**config.mk**
```make
export PLATFORM = sky130hd
export DESIGN_NAME = decodificador_varredura
export DESIGN_NICKNAME = d
export VERILOG_FILES = /design/src/rtl/decodificador_varredura.sv
export SDC_FILE = /design/constraint.sdc
export NUM_CORES = 1
export LEC_CHECK = 0
export BUFFER_PORTS_ARGS = -buffer_cell sky130_fd_sc_hd__buf_2
export CORE_MARGIN = 2
export CORE_UTILIZATION = 35
export CTS_CLUSTER_DIAMETER = 40
export DETAILED_ROUTE_END_ITERATION = 16
export PLACE_DENSITY_LB_ADDON = 0.08
export SLEW_MARGIN = 10
export SYNTH_ARGS = -nofsm -noshare
export SYNTH_HDL_FRONTEND = slang
export SYNTH_SLANG_ARGS = --single-unit
```
**constraint.sdc**
```tcl
create_clock -name clk -period 1.4 [get_ports clk]
set_clock_uncertainty 0.05 [all_clocks]
set_input_delay 0.28 -clock clk [delete_from_list [all_inputs] [get_ports clk]]
set_output_delay 0.28 -clock clk [all_outputs]
set_load 0.1 [all_outputs]
```
**src/rtl/decodificador_varredura.sv**
```systemverilog
// -----------------------------------------------------------------------------
// decodificador_varredura
//
// Registered one-of-N channel selector. It has two modes:
//   - manual: the channel index comes from Selecao.
//   - automatic scan: the index rotates through 0..N_SAIDAS-1 and holds each
//     value for DIVISOR enabled cycles.
// Typical uses are digit/row enables for multiplexed displays and similar
// strobes. It also outputs the current index and a change pulse, which drive
// the datapath mux that feeds the active channel.
//
// Parameters:
//   N_SAIDAS  number of one-hot outputs, 2..16 (need not be a power of two)
//   DIVISOR   dwell per channel in scan mode, in enabled cycles (>= 1)
//
// Ports:
//   clk       system clock, rising edge
//   reset     synchronous, active-high reset
//   Habilita  update/advance enable; when low all state holds
//   Modo      0 = manual (Selecao), 1 = automatic scan
//   Selecao   requested channel in manual mode (out-of-range values ignored)
//   Saida     registered one-hot channel enable
//   Indice    registered current channel number
//   Troca     one-cycle pulse, high in the cycle after Indice changed
//
// Optional build macro DECOD_BLANKING_EN:
//   When this macro is defined, every index change blanks Saida (all zeros) for
//   one cycle before the new one-hot appears. This prevents ghosting.
//   Requires DIVISOR >= 2.
// -----------------------------------------------------------------------------
module decodificador_varredura #(
    parameter int N_SAIDAS = 4,
    parameter int DIVISOR  = 4
) (
    input  logic                        clk,
    input  logic                        reset,
    input  logic                        Habilita,
    input  logic                        Modo,
    input  logic [$clog2(N_SAIDAS)-1:0] Selecao,
    output logic [N_SAIDAS-1:0]         Saida,
    output logic [$clog2(N_SAIDAS)-1:0] Indice,
    output logic                        Troca
);

    localparam int SEL_W = $clog2(N_SAIDAS);
    // One spare bit so that DIVISOR-1 always fits without aliasing.
    localparam int CNT_W = $clog2(DIVISOR) + 1;

    localparam logic [SEL_W:0]   N_LIMITE        = (SEL_W+1)'(N_SAIDAS);
    localparam logic [SEL_W-1:0] ULTIMO_INDICE   = SEL_W'(N_SAIDAS - 1);
    localparam logic [CNT_W-1:0] ULTIMA_CONTAGEM = CNT_W'(DIVISOR - 1);

    // Elaboration-time parameter checks
    if (N_SAIDAS < 2 || N_SAIDAS > 16) begin : g_chk_n_saidas
        $error("decodificador_varredura: N_SAIDAS must be in 2..16");
    end
`ifdef DECOD_BLANKING_EN
    if (DIVISOR < 2) begin : g_chk_divisor
        $error("decodificador_varredura: blanking requires DIVISOR >= 2");
    end
`else
    if (DIVISOR < 1) begin : g_chk_divisor
        $error("decodificador_varredura: DIVISOR must be >= 1");
    end
`endif

    logic [CNT_W-1:0] contador;
    logic [CNT_W-1:0] prox_contador;
    logic [SEL_W-1:0] prox_indice;
    logic             muda;

    // Decodes an index into a one-hot vector. Only positions < N_SAIDAS exist.
    function automatic logic [N_SAIDAS-1:0] onehot(input logic [SEL_W-1:0] idx);
        logic [N_SAIDAS-1:0] v;
        v = '0;
        for (int i = 0; i < N_SAIDAS; i++) begin
            v[i] = (idx == SEL_W'(i));
        end
        return v;
    endfunction

    // Next-state computation. The outputs themselves are all registered below.
    always_comb begin
        // NOTE: every variable gets a default first, so no path leaves one unassigned (no latch).
        prox_indice   = Indice;
        prox_contador = contador;
        if (Habilita) begin
            if (!Modo) begin
                prox_contador = '0;
                // Out-of-range requests are ignored: the index simply holds.
                if ({1'b0, Selecao} < N_LIMITE) begin
                    prox_indice = Selecao;
                end
            end else if (contador == ULTIMA_CONTAGEM) begin
                prox_contador = '0;
                // Wrap at N_SAIDAS, not at 2**SEL_W, for non-power-of-two sizes.
                prox_indice   = (Indice == ULTIMO_INDICE) ? '0 : Indice + SEL_W'(1);
            end else begin
                prox_contador = contador + CNT_W'(1);
            end
        end
    end

    // When Habilita is low, prox_indice equals Indice, so muda (and Troca) stay low.
    assign muda = (prox_indice != Indice);

    always_ff @(posedge clk) begin
        if (reset) begin
            // NOTE: sequential state uses non-blocking assignments, so every register samples pre-edge values.
            contador <= '0;
            Indice   <= '0;
            Saida    <= N_SAIDAS'(1);
            Troca    <= 1'b0;
        end else begin
            contador <= prox_contador;
            Indice   <= prox_indice;
            Troca    <= muda;
`ifdef DECOD_BLANKING_EN
            // Blank for one cycle on every change. A held (non-changing) edge
            // always restores onehot(Indice), which ends any pending blank.
            Saida    <= muda ? '0 : onehot(prox_indice);
`else
            Saida    <= onehot(prox_indice);
`endif
        end
    end

endmodule

```
==> flow_metrics.py <==
metrics = {
    "floorplan": {
        "ioPinCount": 13,
        "die_w_um": 42.0,
        "die_area_um2": 1760,
        "start_util_pct": 38.4,
        "rows": 13,
        "die_y_um": 42.0,
        "core_um2": 1320,
    },
    "synthesis": {
        "synth_edf_count": 0,
        "yosys_warnings": 0,
        "synth-compound-area-share_pct": 20.3,
        "yosysMostFrequentCell": "dfxtp_1",
        "yosys-top-cells-area": "dfxtp_1 (40%), a221oi_4 (5.2%), ha_1 (5.0%)",
        "synth_top_family_by_area": "simple AND/OR/NAND/NOR gates",
        "synth_nets": 56,
        "syn_inst": 48,
        "synth_xor_area_share_pct": 3.47,
        "synthArstFlopShare_pct": 0,
        "synthMuxAreaShare_pct": 2.23,
        "ys_types": 28,
        "avgSynthCellArea_um2": 10.5,
        "synth_top_area_share_pct": 39.6,
        "yosys_register_bits": 10,
        "syn-cell-area_um2": 505,
        "yosysSeqAreaShare_pct": 39.6,
        "ys.flop_type": "dfxtp_1",
        "synth_fa_ha_area_share_pct": 4.95,
        "yosysTopAreaCell": "dfxtp_1",
        "yosys.area_share.simple_pct": 23.5,
        "synth_common_cells": "dfxtp_1 (10), inv_1 (3), nor2_1 (3)",
    },
    "cells_and_area": {
        "nFillCells": 132,
        "antenna_cells": 0,
        "stdcell_count": 84,
        "final_nets": 78,
        "final_area_um2": 737,
        "area_growth_pct": 45.8,
        "drive_gt1_share_pct": 56.5,
    },
    "setup_path": {
        "critical_path_class": "flop to flop",
        "cp_top_family": "compound AO/OA/AOI/OAI gates",
        "crit_path_end_kind": "flop",
        "worstPathRequired_ns": 1.55,
        "path_max_fanout": 5,
        "cpMaxStageDelayCell": "dfxtp_2",
        "r2r_setup_slack_ns": -0.05,
        "rr_worst_depth": 5,
        "r2r-end": "Saida[2]",
        "crit_arrival_ns": 1.59,
        "path_cells": "ha_4, nand2b_4, a21bo_4, a221oi_4, nor3b_2",
        "crit_buf_inv": 0,
        "start_kind": "flop",
        "slowest_delay_ns": 0.35,
        "r2r-start": "contador[1]",
    },
    "power_and_ir_drop": {
        "total_power_uw": 718,
        "power_density_nw_per_um2": 975,
        "peakVddDrop_mv": 0.631,
        "leakage_uw": 0.000302,
    },
    "place": {
        "preCtsSetupSlack_ns": -0.157,
        "gp_congestion": 0.706,
        "io_buffer_count": 12,
        "dp_cells": 80,
        "place_area_um2": 688,
    },
    "routing": {
        "drcViolationCount": 0,
        "ant_nets": 0,
        "vias": 416,
        "routed_wl_um": 959,
        "drt_iter0_markers": 1,
        "avgViaCountPerCell": 4.95,
        "wl_per_cell_um": 11.4,
        "drtPass1Iterations": 2,
    },
    "sta": {
        "period_share_pct": 103,
        "finalCriticalPeriod_ns": 1.45,
        "fmax_mhz": 690,
        "max_slew.worst_pin.slew_ns": 0.487,
        "setup_ws_ns": -0.0484,
        "timing_max_transition_violations_final": 0,
        "rsz0062_at_grt": "yes",
        "hold_viol_final": 0,
        "slew_headroom_pct": 67.8,
        "finalSetupTns_ns": -0.0640,
        "finalSetupViolCount": 3,
    },
    "grt": {
        "grt_use_total_pct": 13.5,
        "grt_max_degree": 11,
        "antenna_found_initial": 0,
        "grt_pass1_vias": 415,
        "grt-ovfl-total": 0,
        "grt_pass1_wl_mm": 1.77,
    },
    "hold_path": {
        "hp-class": "input port to flop",
        "min_to": "Indice[1]",
        "min_path_cells": 2,
        "min_from": "reset",
    },
    "run_status": {
        "violations": "negative setup slack",
        "outcome": "finished, violations left",
    },
    "clocking": {
        "h-tree-depth": 1,
        "clkTransAtPathRegs_ns": 0.07,
        "cts_root_buf": "clkbuf_4",
        "cts.hold.buffers_added": 0,
        "clkLatencyLatePin_ns": 0.26,
        "cts_tree": "yes",
        "cts.path.max_buffers": 2,
        "cts-buffers-inserted": 3,
        "post_cts_buffers": 0,
        "clock_sinks": 10,
    },
    "job": {
        "maxCapViolations": 0,
    },
}
## cell usage in the layout (no fill, tap or decap), types with 2 or more instances in the layout
master,n
clkbuf_4,3
dfxtp_4,2
xnor2_1,2
dfxtp_2,2
nor3b_2,2
buf_12,2
buf_2,10
buf_4,8
inv_1,3
a21oi_1,2
nor2_1,3
nand2b_4,2
dfxtp_1,6
ha_4,2
## report_power, final
part	total [uW]	switching (uW)	internal [uW]
Sequential	303	6.64	297
Combinational	212	134	78.2
Clock	203	99.8	103
Total	718	240	478
## worst reg2reg max path: stages, from the launching register on
cell and delay, ns:
dfxtp_2 0.35, ha_4 0.16, nand2b_4 0.06, a21bo_4 0.21, a221oi_4 0.35, nor3b_2 0.21
## stage by stage
step           utilization, %  hold WS [ns]
2_1_floorplan               -         0.399
3_3_place_gp             52.2         0.413
3_5_place_dp             52.2         0.424
4_1_cts                  55.8         0.260
5_1_grt                  55.9         0.271
6_report                 55.9         0.267
## registers in the layout, indices dropped and copies added (netlist names)
name,cells
Troca,1
contador,3
Indice,2
Saida,4
## logic make-up (layout without fill, tap and decap cells)
logic type      Yosys count  after routing
flops                    10             10
buf+inv                   6             27
xor+xnor                  2              2
simple gates             16             16
fa+ha+maj                 2              2
mux                       1              1
compound gates           11             11
## layer usage
metal  vias to the layer above  wire length (um)  track usage, %
li1                        214                 -               -
met4                         0                 0            3.87
met2                         4               523            23.1
met3                         0                34            6.47
met5                         -                 0               0
met1                       198               401            14.6
## repair_timing
item | 4_1_cts | 5_1_grt
resized for setup | 5 | 1
pin swaps | 3 | 1
setup endpoints to repair | 7 | 7
## worst max path at each step
stage	slack (ns)	depth (start not counted)	startpoint	endpoint
2_1_floorplan	-0.13	5	Indice[0]	Saida[1]
3_3_place_gp	-0.10	5	contador[0]	Saida[2]
3_5_place_dp	-0.16	5	contador[0]	Saida[2]
4_1_cts	-0.05	5	contador[1]	Saida[2]
5_1_grt	-0.12	5	contador[1]	Saida[2]
6_report	-0.05	5	contador[1]	Saida[2]
## cell type report
class	instances	area, um^2	share of cell area [%]
multi-input cells	32	320	43.5
clock inverters	1	3.75	0.509
clock buffers	3	22.5	3.06
repair buffers	20	150	20.4
well taps	15	18.8	2.55
inverters	3	11.3	1.53
flip-flops and latches	10	210	28.5
Note: power is estimated with default switching activity, not from simulation.
